`src/rtl/mu0_cpu_delay1_if.sv`:
```
// Single-port RAM bus shared by MU0 instruction fetch and data access.
// The CPU is the master; the RAM answers reads one cycle later on readdata.
interface mu0_cpu_delay1_if;
    logic [11:0] address;
    logic        write;
    logic        read;
    logic [15:0] writedata;
    logic [15:0] readdata;

    modport master (
        output address,
        output write,
        output read,
        output writedata,
        input  readdata
    );

    modport slave (
        input  address,
        input  write,
        input  read,
        input  writedata,
        output readdata
    );
endinterface

```
`src/rtl/mu0_cpu_delay1.sv`:
```
// Multicycle MU0 core: FETCH / DECODE / EXEC / HALTED over a single RAM port,
// absorbing the RAM's one-cycle read latency by decoding straight off readdata.
module mu0_cpu_delay1 #(
    parameter logic [11:0] RESET_PC = 12'h000
) (
    input  logic                  clk,
    input  logic                  rst,
    mu0_cpu_delay1_if.master      bus,
    output logic                  running,
    output logic [11:0]           pc_dbg,
    output logic [15:0]           acc_dbg
);

    localparam int DATA_W = 16;
    localparam int ADDR_W = 12;

    localparam logic [3:0] OP_LDA = 4'h0;
    localparam logic [3:0] OP_STO = 4'h1;
    localparam logic [3:0] OP_ADD = 4'h2;
    localparam logic [3:0] OP_SUB = 4'h3;
    localparam logic [3:0] OP_JMP = 4'h4;
    localparam logic [3:0] OP_JGE = 4'h5;
    localparam logic [3:0] OP_JNE = 4'h6;

    typedef enum logic [1:0] {
        FETCH  = 2'd0,
        DECODE = 2'd1,
        EXEC   = 2'd2,
        HALTED = 2'd3
    } state_t;

    state_t                    state;
    state_t                    next_state;
    logic [ADDR_W-1:0]         pc;
    logic signed [DATA_W-1:0]  acc;
    logic [DATA_W-1:0]         ir;

    logic [3:0]                dec_op;
    logic [ADDR_W-1:0]         dec_s;
    logic [3:0]                ir_op;
    logic [ADDR_W-1:0]         ir_s;

    assign dec_op = bus.readdata[15:12];
    assign dec_s  = bus.readdata[11:0];
    assign ir_op  = ir[15:12];
    assign ir_s   = ir[11:0];

    assign pc_dbg  = pc;
    assign acc_dbg = acc;

    // 16-bit wrapping ALU; LDA simply passes the operand through.
    function automatic logic signed [DATA_W-1:0] alu(
        input logic [3:0]               op,
        input logic signed [DATA_W-1:0] a,
        input logic signed [DATA_W-1:0] b
    );
        case (op)
            OP_ADD:  alu = a + b;
            OP_SUB:  alu = a - b;
            default: alu = b;
        endcase
    endfunction

    function automatic logic branch_taken(
        input logic [3:0]               op,
        input logic signed [DATA_W-1:0] a
    );
        case (op)
            OP_JMP:  branch_taken = 1'b1;
            OP_JGE:  branch_taken = (a >= 0);
            OP_JNE:  branch_taken = (a != 0);
            default: branch_taken = 1'b0;
        endcase
    endfunction

    function automatic logic needs_operand(input logic [3:0] op);
        needs_operand = (op == OP_LDA) || (op == OP_ADD) || (op == OP_SUB);
    endfunction

    always_ff @(posedge clk) begin
        if (rst) begin
            state <= FETCH;
        end else begin
            state <= next_state;
        end
    end

    always_comb begin
        next_state = state;
        case (state)
            FETCH:  next_state = DECODE;
            DECODE: begin
                if (needs_operand(dec_op)) begin
                    next_state = EXEC;
                end else if (dec_op == OP_STO || dec_op == OP_JMP ||
                             dec_op == OP_JGE || dec_op == OP_JNE) begin
                    next_state = FETCH;
                end else begin
                    next_state = HALTED;
                end
            end
            EXEC:    next_state = FETCH;
            HALTED:  next_state = HALTED;
            default: next_state = FETCH;
        endcase
    end

    // Reset forces the bus quiet regardless of state, so an aborted STO never writes.
    always_comb begin
        running       = 1'b0;
        bus.address   = '0;
        bus.read      = 1'b0;
        bus.write     = 1'b0;
        bus.writedata = '0;
        if (!rst) begin
            running = (state != HALTED);
            case (state)
                FETCH: begin
                    bus.address = pc;
                    bus.read    = 1'b1;
                end
                DECODE: begin
                    if (needs_operand(dec_op)) begin
                        bus.address = dec_s;
                        bus.read    = 1'b1;
                    end else if (dec_op == OP_STO) begin
                        bus.address   = dec_s;
                        bus.write     = 1'b1;
                        bus.writedata = acc;
                    end
                end
                EXEC: begin
                    bus.address = ir_s;
                end
                default: ;
            endcase
        end
    end

    always_ff @(posedge clk) begin
        if (rst) begin
            pc  <= RESET_PC;
            acc <= '0;
            ir  <= '0;
        end else begin
            case (state)
                FETCH: pc <= pc + 12'd1;
                DECODE: begin
                    ir <= bus.readdata;
                    if (branch_taken(dec_op, acc)) begin
                        pc <= dec_s;
                    end
                end
                EXEC: acc <= alu(ir_op, acc, $signed(bus.readdata));
                default: ;
            endcase
        end
    end

endmodule
```
`src/flat_wrapper.sv`:
```
// flat-port wrapper written by rule: the top's interface ports become plain ports
module mu0_cpu_delay1_flat 
#(
    parameter logic [11:0] RESET_PC = 12'h000
)
  (clk, rst, running, pc_dbg, acc_dbg, bus_address, bus_write, bus_read, bus_writedata, bus_readdata);
  mu0_cpu_delay1_if bus_i ();
  input  logic clk;
  input  logic rst;
  output logic running;
  output logic [11:0] pc_dbg;
  output logic [15:0] acc_dbg;
  output wire logic [$bits(bus_i.address)-1:0] bus_address;
  output wire logic [$bits(bus_i.write)-1:0] bus_write;
  output wire logic [$bits(bus_i.read)-1:0] bus_read;
  output wire logic [$bits(bus_i.writedata)-1:0] bus_writedata;
  input wire logic [$bits(bus_i.readdata)-1:0] bus_readdata;
  assign bus_address = bus_i.address;
  assign bus_write = bus_i.write;
  assign bus_read = bus_i.read;
  assign bus_writedata = bus_i.writedata;
  assign bus_i.readdata = bus_readdata;
  mu0_cpu_delay1 #(.RESET_PC(RESET_PC)) u_core (.clk(clk), .rst(rst), .bus(bus_i), .running(running), .pc_dbg(pc_dbg), .acc_dbg(acc_dbg));
endmodule
```
`config.mk`:
```
export PLATFORM = sky130hd
export DESIGN_NAME = mu0_cpu_delay1_flat
export DESIGN_NICKNAME = d
export VERILOG_FILES = /design/src/rtl/mu0_cpu_delay1_if.sv /design/src/rtl/mu0_cpu_delay1.sv /design/src/flat_wrapper.sv
export SDC_FILE = /design/constraint.sdc
export NUM_CORES = 1
export LEC_CHECK = 0
export CORE_ASPECT_RATIO = 0.75
export CORE_MARGIN = 8
export CORE_UTILIZATION = 45
export CTS_CLUSTER_DIAMETER = 40
export DETAILED_ROUTE_END_ITERATION = 8
export PLACE_DENSITY = 0.81
export SYNTH_ARGS = -nofsm -noshare
export SYNTH_HDL_FRONTEND = slang
export SYNTH_SLANG_ARGS = --single-unit
```
`constraint.sdc`:
```
create_clock -name clk -period 3.3 [get_ports clk]
set_clock_uncertainty 0.2 [all_clocks]
set_input_delay 0.66 -clock clk [delete_from_list [all_inputs] [get_ports clk]]
set_output_delay 0.66 -clock clk [all_outputs]
set_load 0.005 [all_outputs]
```
# Yosys cells after proc, flatten, opt, wreduce, memory -nomap -nowiden
# Cells that the tools add are included.
# totals
ff_bits	46
input_bits	18
out_inout_bits	59
wordCells	56
# op_classes
n_addsub	3
magnitude_cmp	1
eq_ne	13
muxes	25
reduce_logical	10
# ops
operator	n
$mux W16	4
$mux W12	4
$pmux W12 S3	1
$pmux W16 S2	1
$reduce_bool A32 Y1	1
$pmux W12 S2	1
$add A16 B16 Y16	1
$eq A4 B2 Y1 const B	4
$ge A16 B1 Y1 const B	1
$sub A16 B16 Y16	1
$add A12 B1 Y12 const B	1
$eq A4 B3 Y1 const B	3
$mux W1	9
$pmux W2 S4	1
$logic_or A1 B1 Y1	5
$eq A2 B2 Y1 const B	2
$eq A4 B1 Y1 const B	1
$logic_not A4 Y1	1
$mux W2	2
$pmux W1 S3	1
$eq A2 B1 Y1 const B	1
$logic_not A2 Y1	1
$ne A2 B1 Y1 const B	1
$ne A2 B2 Y1 const B	1
other kinds (3)	3

# Longest topological paths before layout
# depth
ltp_word	7
depth_mapped	15
depth_no_buf	13

# Worst setup path before layout
# No wires, ideal clock.
# synth_timing
path_kind	input to register
startpoint	in bus_readdata[2]
endpoint	reg u_core.acc[11] (netlist: u_core.acc_dbg[11])
setup_time_ps	115
arrival_time_ps	3299
t_required_ps	2985
slack_ps	-313
cell_stages	14
path_buffers	2
cell_sequence	clkbuf_1 nor4_1 nand2b_1 nor2_1 a21oi_1 a21oi_1 xor2_1 ha_1 clkbuf_1 a21o_1 o21bai_1 o21bai_1 xnor2_1 a2111oi_0
# synth_between
elab_chain_cells	2
elab_cells_between_ends	3
classes_between	add/sub (2); mux (1)
# synth_lines
element	line_no	rtl
start: declaration	flat_wrapper.sv:17	input wire logic [$bits(bus_i.readdata)-1:0] bus_readdata;
$sub A16 B16 Y16 / $add A16 B16 Y16 (equally long branches)	mu0_cpu_delay1.sv:59, mu0_cpu_delay1.sv:58	
$pmux W16 S2 (*)	mu0_cpu_delay1.sv:57	case (op)
end signal: assignment	mu0_cpu_delay1.sv:154	EXEC: acc <= alu(ir_op, acc, $signed(bus.readdata));
end: declaration	mu0_cpu_delay1.sv:35	logic signed [DATA_W-1:0] acc;
# Every way passes the cells marked *; elsewhere a longest branch is shown, timed or not.
# A chain may end at the register's enable or synchronous reset.

# Final worst setup path
# layout_timing
startpoint	in bus_readdata[13]
endpoint	out bus_writedata[15]
# layout_between
elab_chain_cells	6
elab_cells_between_ends	10
classes_between	eq/ne (3); mux (4); reduce/logical (3)
# layout_lines
element	line_no	rtl
$eq A4 B2 Y1 / $logic_not A4 Y1 (equally long branches)	mu0_cpu_delay1.sv:77	needs_operand = (op == OP_LDA) || (op == OP_ADD) || (op == OP_SUB);
$logic_or A1 B1 Y1 (2 in a row)	mu0_cpu_delay1.sv:77	
$mux W16 (*)	mu0_cpu_delay1.sv:123	if (needs_operand(dec_op)) begin
$mux W16 (*)	mu0_cpu_delay1.sv:117	case (state)
$mux W16 (*)	mu0_cpu_delay1.sv:115	if (!rst) begin
end: declaration	flat_wrapper.sv:16	output wire logic [$bits(bus_i.writedata)-1:0] bus_writedata;
# Marked as above.

==> run summary <==
worst min path class: reg -> reg
Post-Place Worst Slack: -504 ps
Core ar.: 7780 um2
Synth Net Count: 535
dpl hpwl: 9060 um
leakage power: 2.08 nW
unrepaired setup endpoints after global routing: no
clock slew at reported path FFs: 100 ps
FMAX: 306 MHz
Vias/cell: 5.73
# hold bufs at CTS: 0
CP most frequent cell: clkdlybuf4s50_1
Rows: 28
Clock Path Buffers: 2
design area: 5080 um2
routability cong.: 0.887
fin crit period: 3270 ps
DIE WIDTH: 119 um
EDFF count, synth: 0
post-synth cell types: 52
placed cell areas: 4830 um2
layout cells sized above 1: 18.4%
CP Capture Type: output port
Synthesis Warnings: 0
vias in the first global route: 4065
Slew headroom: 42.4%
Worst-Skew Late Latency: 320 ps
delay-heaviest family, CP: buffers and inverters
nets@finish: 653
drt drc: 0
max-slew violation count: 0
Synth Cell Area: 3550 um2
final setup margin: 32.4 ps
worst-path maximum fanout: 8
Mean Syn Cell Area: 7.12 um2
Area growth syn-to-layout: 42.8%
Routed wire per std cell: 17.2 um
Pwr Density: 322 nW/um2
global-route usage over all layers: 22.0%
Final Setup Violations: 0
CP Class: in -> out
die area: 11000 um2
Placed Cells: 711
WHS: 262 ps
first-pass GRT wire length: 20300 um
WP data required: 2440 ps
ANT cells: 0
initial antenna violation count: 0
Slew @ Worst Pin: 862 ps
# H-tree levels: 2
setup TNS: 0 ps
Iter 0 DRT Violations: 318
Initial Utilization: 45.7%
input/output buffers: 76
most common cell after layout, fill and taps aside: nand2_1
CP cell instances: clkdlybuf4s50_1 > nand2b_4 > nor3b_4 > buf_6 > and2_1 > clkdlybuf4s50_1
Yosys reg bits: 46
grt total ovfl: 0
die outline height: 93.0 um
Crit path arrival time: 2410 ps
Syn Inst Count: 499
CTS tree: yes
CP max-delay cell: clkdlybuf4s50_1
Hold Fails Final Rpt: 0
outcome: completed
largest net degree at the start of global routing: 34
DR vias: 4143
Most used DFF post-synth: dfxtp_1
Root Buffer: clkbuf_8
Sink Count: 46
async set-reset flop share out of synthesis: 0%
# IOs: 77
CTS buffer count: 5
drt total wl: 12500 um
Final Instance Count excl. Fillers: 723
total buffers and inverters traversed by the critical path: 3
TritonRoute pass-1 iters: 5
fill cell count: 671
peak supply drop: 0.192 mV
critical path's largest stage delay: 500 ps
antenna-violating nets left: 0
Max-cap violations: 0
crit path launch type: input port
commonest non-fill, non-tap cells in the layout: 78 x nand2_1, 70 x buf_4, 57 x clkdlybuf4s50_1, 56 x a21oi_1, 52 x nor2_1
Final period util: 99.0%
sequential share of the synthesized area: 25.9%
-- final timing paths --
check | startpoint | end | slack [ps] | cells past startpoint
worst max-delay path | bus_readdata[13] | bus_writedata[15] | 30 | 6
worst min-delay path | u_core.ir[2] | u_core.ir[2] | 260 | 2
worst max register to register | u_core.ir[13] | u_core.acc_dbg[11] | 230 | 12
worst min register to register | u_core.ir[2] | u_core.ir[2] | 260 | 2
-- report_power, final --
group / switching (mW) / internal [mW] / leakage (nW)
logic: 0.319 / 0.301 / 1.66
registers: 0.0472 / 0.594 / 0.376
clock network: 0.223 / 0.152 / 0.0408
total: 0.589 / 1.05 / 2.08
-- cell type report --
class / instances / area (um2) / share of cell area (%)
clock buffer: 5 / 68.8 / 1.36
tap: 105 / 131 / 2.59
sequential: 46 / 921 / 18.1
multi-input combinational: 409 / 2600 / 51.2
inverter: 7 / 26.3 / 0.518
clock inverter: 3 / 23.8 / 0.468
timing repair buffer: 148 / 1300 / 25.7
-- metrics by stage --
| step | util (%) | total power [mW] |
|---|---|---|
| 2_1_floorplan | - | 0.974 |
| 3_3_place_gp | 62.1 | 1.23 |
| 3_5_place_dp | 62.1 | 1.25 |
| 4_1_cts | 64.4 | 1.63 |
| 5_1_grt | 65.3 | 1.73 |
| 6_report | 65.3 | 1.64 |
-- what timing repair did --
action                                 4_1_cts  5_1_grt
gates resized for setup                     30       22
cloned                                       1        0
buffers inserted                             1        2
pin swaps                                   12       21
endpoints found under the hold margin        0        0
setup endpoints to repair                   22       23
-- routing by layer --
layer	GRT usage [%]	wire length [um]
met1	28.3	5670
met2	36.5	5660
met3	5.12	985
met4	6.09	150
met5	0	0
-- synth_stat cells, types with 11 or more instances --
library cell	count	share of area, %
nand2_1	78	8.2
a21oi_1	63	8.9
nor2_1	53	5.6
dfxtp_1	46	26
clkbuf_1	34	3.6
o21ai_0	21	3.0
and2_1	20	3.5
ha_1	17	6.0
xnor2_1	14	3.4
mux2i_1	13	3.7
xor2_1	11	2.7
-- kinds of logic (layout without fill, tap and decap cells) --
logic type	after synthesis	count (layout)	synth area share (%)
AOI/OAI and AO/OA	148	148	26.2
xor gates and xnor gates	25	25	6.16
adders and majority gates	18	18	6.55
buffers and inverters	44	163	4.68
DFF	46	46	25.9
muxes	13	13	3.66
and+or+nand+nor	205	205	26.8
-- worst min-delay path: stages, from the launching register on --
cell and delay, ps:
dfxtp_1 320, nand2_1 50, a21oi_1 50
-- sequential cells by signal, indices dropped and copies added (netlist names) --
register and flops:
u_core.ir 16, u_core.pc_dbg 12, u_core.state 2, u_core.acc_dbg 16
(Power assumes the default switching activity.)
